File: src/rtl/cu_defs.sv
// ============================================================================
//  Package   : cu_defs
//  Purpose   : Shared definitions for the accumulator-CPU control unit:
//              opcodes, sequencer states, control-bit indices, ALU codes
//              and the instruction classes produced by the decoder.
//  Revision  : 1.0  initial release
// ============================================================================
`default_nettype none

package cu_defs;

  // Opcodes as returned by the instruction register (MBR[15:8])
  localparam logic [7:0] OP_NOP    = 8'h00;
  localparam logic [7:0] OP_LOAD   = 8'h01;
  localparam logic [7:0] OP_STORE  = 8'h02;
  localparam logic [7:0] OP_ADD    = 8'h03;
  localparam logic [7:0] OP_SUB    = 8'h04;
  localparam logic [7:0] OP_JMPGEZ = 8'h05;
  localparam logic [7:0] OP_JMP    = 8'h06;
  localparam logic [7:0] OP_HALT   = 8'h07;
  localparam logic [7:0] OP_AND    = 8'h08;
  localparam logic [7:0] OP_OR     = 8'h09;
  localparam logic [7:0] OP_NOT    = 8'h0A;
  localparam logic [7:0] OP_SHR    = 8'h0B;
  localparam logic [7:0] OP_MPY    = 8'h0C;
  localparam logic [7:0] OP_CLR    = 8'h0D;

  // Sequencer states
  typedef enum logic [3:0] {
    ST_IDLE = 4'd0,
    ST_F1   = 4'd1,
    ST_F2   = 4'd2,
    ST_F3   = 4'd3,
    ST_DEC  = 4'd4,
    ST_E1   = 4'd5,
    ST_E2   = 4'd6,
    ST_E3   = 4'd7,
    ST_HALT = 4'd8
  } cu_state_e;

  // Datapath control-bit positions inside ctrl
  localparam int CTRL_C0  = 0;   // MAR <- MBR[7:0]
  localparam int CTRL_C1  = 1;   // PC  <- PC + 1
  localparam int CTRL_C2  = 2;   // MAR <- PC
  localparam int CTRL_C3  = 3;   // MBR <- M[MAR]
  localparam int CTRL_C4  = 4;   // IR  <- MBR[15:8]
  localparam int CTRL_C5  = 5;   // BR  <- MBR
  localparam int CTRL_C6  = 6;   // ACC <- 0
  localparam int CTRL_C7  = 7;   // ACC <- ALU
  localparam int CTRL_C8  = 8;   // MBR <- ACC
  localparam int CTRL_C9  = 9;   // M[MAR] <- MBR
  localparam int CTRL_C10 = 10;  // PC  <- MBR[7:0]

  // ALU function select
  localparam logic [2:0] ALU_PASS_B = 3'd0;
  localparam logic [2:0] ALU_ADD    = 3'd1;
  localparam logic [2:0] ALU_SUB    = 3'd2;
  localparam logic [2:0] ALU_AND    = 3'd3;
  localparam logic [2:0] ALU_OR     = 3'd4;
  localparam logic [2:0] ALU_NOT    = 3'd5;
  localparam logic [2:0] ALU_SHR    = 3'd6;
  localparam logic [2:0] ALU_MPY    = 3'd7;

  // Instruction classes; each class shares one execute sequence
  typedef enum logic [3:0] {
    CLS_NOP   = 4'd0,
    CLS_MEMRD = 4'd1,
    CLS_STORE = 4'd2,
    CLS_JMP   = 4'd3,
    CLS_JMPC  = 4'd4,
    CLS_ALU1  = 4'd5,
    CLS_CLR   = 4'd6,
    CLS_HALT  = 4'd7,
    CLS_MPY   = 4'd8
  } instr_class_e;

endpackage

`default_nettype wire

File: src/rtl/cu_sequencer_decode.sv
// ============================================================================
//  Module    : cu_decode
//  Purpose   : Combinational opcode decoder: maps ir_op onto an instruction
//              class and the ALU function that class uses in execute.
//  Options   : CU_MPY_EN - decode 0x0C as MPY (otherwise it is a NOP)
//  Revision  : 1.0  initial release
// ============================================================================
`default_nettype none

module cu_decode
  import cu_defs::*;
(
  input  logic [7:0]   ir_op_i,
  output instr_class_e cls_o,
  output logic [2:0]   alu_op_o
);

  // Opcode lookup; unknown opcodes fall through to NOP with PASS_B
  always_comb begin
    cls_o    = CLS_NOP;
    alu_op_o = ALU_PASS_B;
    case (ir_op_i)
      OP_LOAD:   begin cls_o = CLS_MEMRD; alu_op_o = ALU_PASS_B; end
      OP_ADD:    begin cls_o = CLS_MEMRD; alu_op_o = ALU_ADD;    end
      OP_SUB:    begin cls_o = CLS_MEMRD; alu_op_o = ALU_SUB;    end
      OP_AND:    begin cls_o = CLS_MEMRD; alu_op_o = ALU_AND;    end
      OP_OR:     begin cls_o = CLS_MEMRD; alu_op_o = ALU_OR;     end
      OP_STORE:  cls_o = CLS_STORE;
      OP_JMP:    cls_o = CLS_JMP;
      OP_JMPGEZ: cls_o = CLS_JMPC;
      OP_NOT:    begin cls_o = CLS_ALU1;  alu_op_o = ALU_NOT;    end
      OP_SHR:    begin cls_o = CLS_ALU1;  alu_op_o = ALU_SHR;    end
      OP_CLR:    cls_o = CLS_CLR;
      OP_HALT:   cls_o = CLS_HALT;
`ifdef CU_MPY_EN
      OP_MPY:    begin cls_o = CLS_MPY;   alu_op_o = ALU_MPY;    end
`endif
      default:   begin cls_o = CLS_NOP;   alu_op_o = ALU_PASS_B; end
    endcase
  end

endmodule

`default_nettype wire

File: src/rtl/cu_sequencer.sv
// ============================================================================
//  Module    : cu_sequencer
//  Purpose   : Hardwired control unit of the accumulator CPU. Sequences
//              fetch (F1-F3), decode (DEC) and execute (E1-E3), drives the
//              datapath enables C0..C10 and the ALU select, and counts
//              fetched instructions.
//  Options   : CU_MPY_EN - adds MPY (0x0C) with an E3 that waits on mul_done
//  Revision  : 1.0  initial release
// ============================================================================
`default_nettype none

module cu_sequencer
  import cu_defs::*;
#(
  parameter int CNT_W = 16
) (
  input  logic             clk,
  input  logic             rst_n,
  input  logic             start,
  input  logic [7:0]       ir_op,
  input  logic             acc_msb,
  input  logic             mul_done,
  output logic [10:0]      ctrl,
  output logic [2:0]       alu_op,
  output logic             halted,
  output logic [CNT_W-1:0] instr_cnt
);

  cu_state_e         state_q, state_d;
  logic [CNT_W-1:0]  cnt_q;
  instr_class_e      dec_cls;
  logic [2:0]        dec_alu;

`ifndef CU_MPY_EN
  // Multiplier handshake has no consumer without the MPY instruction
  logic unused_mul_done;
  assign unused_mul_done = mul_done;
`endif

  cu_decode u_decode (
    .ir_op_i  (ir_op),
    .cls_o    (dec_cls),
    .alu_op_o (dec_alu)
  );

  // State register and retired-instruction counter (bumps on every F3)
  always_ff @(posedge clk or negedge rst_n) begin
    if (!rst_n) begin
      state_q <= ST_IDLE;
      cnt_q   <= '0;
    end else begin
      state_q <= state_d;
      if (state_q == ST_F3) begin
        cnt_q <= cnt_q + 1'b1;
      end
    end
  end

  // Next state and control outputs; fetch states never look at ir_op
  always_comb begin
    state_d = state_q;
    ctrl    = '0;
    alu_op  = ALU_PASS_B;
    case (state_q)
      ST_IDLE: begin
        if (start) begin
          state_d = ST_F1;
        end
      end
      ST_F1: begin
        ctrl[CTRL_C2] = 1'b1;
        state_d       = ST_F2;
      end
      ST_F2: begin
        ctrl[CTRL_C3] = 1'b1;
        ctrl[CTRL_C1] = 1'b1;
        state_d       = ST_F3;
      end
      ST_F3: begin
        ctrl[CTRL_C4] = 1'b1;
        state_d       = ST_DEC;
      end
      ST_DEC: begin
        state_d = ST_F1;
        case (dec_cls)
          CLS_MEMRD, CLS_STORE, CLS_MPY: begin
            ctrl[CTRL_C0] = 1'b1;
            state_d       = ST_E1;
          end
          CLS_JMP:  ctrl[CTRL_C10] = 1'b1;
          CLS_JMPC: ctrl[CTRL_C10] = ~acc_msb;
          CLS_ALU1: begin
            ctrl[CTRL_C7] = 1'b1;
            alu_op        = dec_alu;
          end
          CLS_CLR:  ctrl[CTRL_C6] = 1'b1;
          CLS_HALT: state_d = ST_HALT;
          default:  state_d = ST_F1;
        endcase
      end
      ST_E1: begin
        state_d = ST_E2;
        if (dec_cls == CLS_STORE) begin
          ctrl[CTRL_C8] = 1'b1;
        end else begin
          ctrl[CTRL_C3] = 1'b1;
        end
      end
      ST_E2: begin
        if (dec_cls == CLS_STORE) begin
          ctrl[CTRL_C9] = 1'b1;
          state_d       = ST_F1;
        end else begin
          ctrl[CTRL_C5] = 1'b1;
          state_d       = ST_E3;
        end
      end
      ST_E3: begin
`ifdef CU_MPY_EN
        // MPY keeps its ALU select while waiting; ACC loads on completion
        if (dec_cls == CLS_MPY) begin
          alu_op = ALU_MPY;
          if (mul_done) begin
            ctrl[CTRL_C7] = 1'b1;
            state_d       = ST_F1;
          end
        end else
`endif
        begin
          ctrl[CTRL_C7] = 1'b1;
          alu_op        = dec_alu;
          state_d       = ST_F1;
        end
      end
      ST_HALT: state_d = ST_HALT;
      default: state_d = ST_IDLE;
    endcase
  end

  assign halted    = (state_q == ST_HALT);
  assign instr_cnt = cnt_q;

endmodule

`default_nettype wire

File: config.mk
export PLATFORM = sky130hd
export DESIGN_NAME = cu_sequencer
export DESIGN_NICKNAME = d
export VERILOG_FILES = /design/src/rtl/cu_defs.sv /design/src/rtl/cu_sequencer_decode.sv /design/src/rtl/cu_sequencer.sv
export SDC_FILE = /design/constraint.sdc
export NUM_CORES = 1
export LEC_CHECK = 0
export CAP_MARGIN = 15
export CORE_MARGIN = 3
export CORE_UTILIZATION = 44
export DETAILED_ROUTE_END_ITERATION = 12
export PLACE_DENSITY_LB_ADDON = 0.08
export SYNTH_ARGS = -nofsm -noshare
export SYNTH_HDL_FRONTEND = slang
export SYNTH_SLANG_ARGS = --single-unit
File: constraint.sdc
create_clock -name clk -period 2 [get_ports clk]
set_clock_uncertainty 0.05 [all_clocks]
set_input_delay 0.4 -clock clk [delete_from_list [all_inputs] [get_ports clk]]
set_output_delay 0.4 -clock clk [all_outputs]
set_load 0.1 [all_outputs]
==> results list <==
- Sink Count: 20
* Critical R2R Launch: state_q[2]
- Setup slack on the critical path of the routed design comes to -0.328 ns.
* Peak supply drop: 2.43 mV
* Total track usage: 28.4%
- Vias in the first global route: 1385
- Synth Warn #: 0
* Worst setup path endpoint: alu_op[2]
- The worst pin sits at a relative slew slack of 80.6%.
- Sort of element at the start of the critical path: flip-flop
- Number of antenna violations at the first check in global routing: 0
* Path category of the worst min-delay check: input pin to asynchronous set/reset pin
* Vias per std cell: 5.80
- For this design the static power due to leakage is 1.03 nW.
- Remaining global-route overflow: 0
- At the pin with the least slew margin, the transition time is 0.289 ns.
* Core utilization of the finished layout: 94.8%
- At the worst endpoint, the required time is 1.55 ns.
* Launching instance or port of the critical path: state_q[1]
- Placed Cells incl. Taps: 216
* Count of endpoints failing hold in the final timing report: 0
- The critical path runs through a total of 5 cells.
- Port buffering added 42 buffers.
- The pre-antenna-repair detailed-routing pass consisted of 4 iterations.
- For the worst setup path, the data arrival time is 1.88 ns.
- Detailed router's first-iteration violation count: 49
* Weighted congestion at the end of routability-driven global placement: 0.814
- Leaving out filler cells and counting taps, the final layout contains 227.
* Synth unique cells: 40
- H-tree depth: 1
- Ranked by instance count, the synthesized netlist is headed by 20 x sky130_fd_sc_hd__dfrtp_1, 10 x sky130_fd_sc_hd__xnor2_1, 9 x sky130_fd_sc_hd__nor2_1.
- The count of nets left with antenna violations once routing finished came out at 0.
- Relative to the synthesized area, the layout overhead comes to 100%.
- Via total after detailed routing: 1317
- STA classifies the critical path endpoint as an output pin.
- Wire length of the first global-routing pass: 7.25 mm
- The count of final max-slew check failures was 0.
- Total Power Consumption: 2.81 mW
* Die extent in x: 58.3 um
- After layout, the minimum clock period comes to 2.33 ns.
- Of the total synthesized cell area, the portion taken by AND, OR, NAND and NOR gates is 31.6%.
- The final reports fail on negative setup slack.
- After Yosys synthesis, XOR and XNOR cells account for 12.4% of the synthesized area.
- The die is 58.3 um tall.
- Measured against the total synthesized area, the mux share comes to 0.936%.
- Setup-violating endpoint count in the final report: 11
- Of the post-synthesis cell area, the dominant cell type holds 41.6%.
- For the worst-skew pair, the clock arrives at the later sink with an insertion delay of 0.31 ns.
- In this run the power density over the cells is 1160 nW/um^2.
- By startpoint and endpoint, the worst setup path is classified as flip-flop to output pin.
* Routed wire length per instance: 20.1 um
- Summed over all nets, the half-perimeter wirelength after detailed placement is 2.74 mm.
* Aggregate routed wire length: 4.57 mm
* Combinational family with the most area after synthesis: simple AND/OR/NAND/NOR gates
- Max clock buf depth: 2
- 0 antenna diodes ended up in the layout.
- Yosys instantiated no cell more often than sky130_fd_sc_hd__dfrtp_1.
* Setup repair after global routing missed its margin: true
* Result of the run: complete, but fails checks
* Peak fanout along the critical path: 4
- I/O pin count: 44
* Synth Net Count: 138
* Number of clock buffers inserted by TritonCTS: 3
* Reg-to-Reg End: instr_cnt[12]
- Synth Flop Type: sky130_fd_sc_hd__dfrtp_1
- Post-synth design cell area: 1200 sq um
* Post-placement setup slack: -0.574 ns
- Yosys attributes the largest share of cell area to sky130_fd_sc_hd__dfrtp_1 42%, sky130_fd_sc_hd__xnor2_1 7.3%, sky130_fd_sc_hd__xor2_1 5.1%, sky130_fd_sc_hd__nor3_1 2.9%, sky130_fd_sc_hd__nor2_1 2.8%.
- Remaining design rule violation count: 0
* Share of the clock period used by the worst path after layout: 116%
* Max Cap Viol: 0
* CP Cell Sequence: nor2_4, a31oi_2, or3_4, nor3b_4, buf_12
- Largest delay share family, worst path: simple AND/OR/NAND/NOR gates
* Post-synthesis cell count: 124
- The core region is 2540 sq um.
- Post-CTS Hold Fix Bufs: 0
- Slowest stage cell on the critical path: sky130_fd_sc_hd__dfrtp_2
- Setup slack on the worst reg-to-reg path comes out at 0.29 ns.
- Entering global routing, the biggest net connects 21 pins.
- Of the cells placed in the final design, the portion with a size suffix greater than 1 is 57.4%.
- Library cell occupying the most area in the post-synthesis netlist: sky130_fd_sc_hd__dfrtp_1
- After synthesis, flip-flops and latches occupy 41.6% of the total area.
* TritonCTS clock tree: yes
* Timing-limited maximum frequency: 430 MHz
* Nets@finish: 212
- Share of async-settable or async-resettable flops after synthesis: 100%
- Mean post-synth cell area: 9.71 sq um
- Count of flip-flops with a built-in enable after synthesis: 0
* Number of storage elements in the synthesis netlist: 20
- CTS Root Buffer Type: sky130_fd_sc_hd__clkbuf_4
* Rows: 18
- Arithmetic-cell share of the synthesized area counting full adders, half adders and majority gates: 1.04%
- Number of cells traversed by the worst register-to-register path: 5
* CP peak stage delay: 0.47 ns
- The die covers 3400 sq um.
* CP Buf/Inv Count: 1
- Clock-pin slew was measured on the worst setup and hold paths at 0.11 ns.
- Compound-Gate Fraction of Synth Area: 8.94%
- Once the floorplan was initialized, standard cells occupied 47.3% of the core.
## routing by layer
layer	up-vias	GRT usage (%)	share of wire [%]
met5	-	0	0
met4	0	11.9	3.0
met3	16	4.61	6.2
met2	63	49.1	55
met1	648	35.1	36
li1	590	-	-
## cells by family after synthesis
kind of cell,Yosys count
xor gates and xnor gates,17
buffers and inverters,10
AOI/OAI and AO/OA,16
muxes,1
DFF,20
adders and majority gates,1
and+or+nand+nor,59
## cell usage in the layout (no fill, tap or decap), types with 4 or more instances in the layout
cell / n
sky130_fd_sc_hd__xor2_1: 7
sky130_fd_sc_hd__nand3_1: 4
sky130_fd_sc_hd__nand2b_4: 4
sky130_fd_sc_hd__buf_6: 7
sky130_fd_sc_hd__nor3_4: 5
sky130_fd_sc_hd__a21oi_1: 4
sky130_fd_sc_hd__dfrtp_1: 15
sky130_fd_sc_hd__dfrtp_2: 5
sky130_fd_sc_hd__dlygate4sd2_1: 4
sky130_fd_sc_hd__nor2_2: 4
sky130_fd_sc_hd__xnor2_1: 10
sky130_fd_sc_hd__buf_12: 28
sky130_fd_sc_hd__buf_4: 30
sky130_fd_sc_hd__nand2_1: 6
## per-stage QoR
stage	area (sq um)	TNS (ns)	hold slack, ns
finish	2410	-1.82	0.396
global route	2410	-2.34	0.414
CTS	2360	-1.62	0.364
detailed placement	2240	-5.17	0.409
global placement	2240	-4.73	0.413
floorplan	1350	-4.03	0.0544
## cell type report
cell class	count	area, sq um
timing repair buffer	74	940
multi-input combinational	94	883
sequential	20	507
fill	63	133
tap	30	37.5
clock buffer	4	26.3
inverter	5	18.8
## worst min path at each step
stage	from	endpoint	slack, ns	depth (start not counted)
2_1_floorplan	rst_n	instr_cnt[0]	0.05	0
3_3_place_gp	instr_cnt[15]	instr_cnt[15]	0.41	1
3_5_place_dp	instr_cnt[15]	instr_cnt[15]	0.41	1
4_1_cts	rst_n	state_q[0]	0.36	2
5_1_grt	rst_n	state_q[0]	0.41	2
6_report	rst_n	state_q[0]	0.40	2
## where the power goes
part	switching (mW)	leakage (nW)	internal, mW
Sequential	0.138	0.259	0.491
Clock	0.118	0.0150	0.0779
Combinational	1.25	0.758	0.732
Total	1.51	1.03	1.30
## timing repair
action                     in CTS  in global routing
pin swaps                      10                  6
setup endpoints to repair      13                 14
resized for setup              39                  9
setup buffers                   4                  3
gates cloned                    0                  0
## registers in the layout, indices dropped and copies added (netlist names)
register and count:
state_q 4, instr_cnt 16
Note: power is estimated with default switching activity, not from simulation.
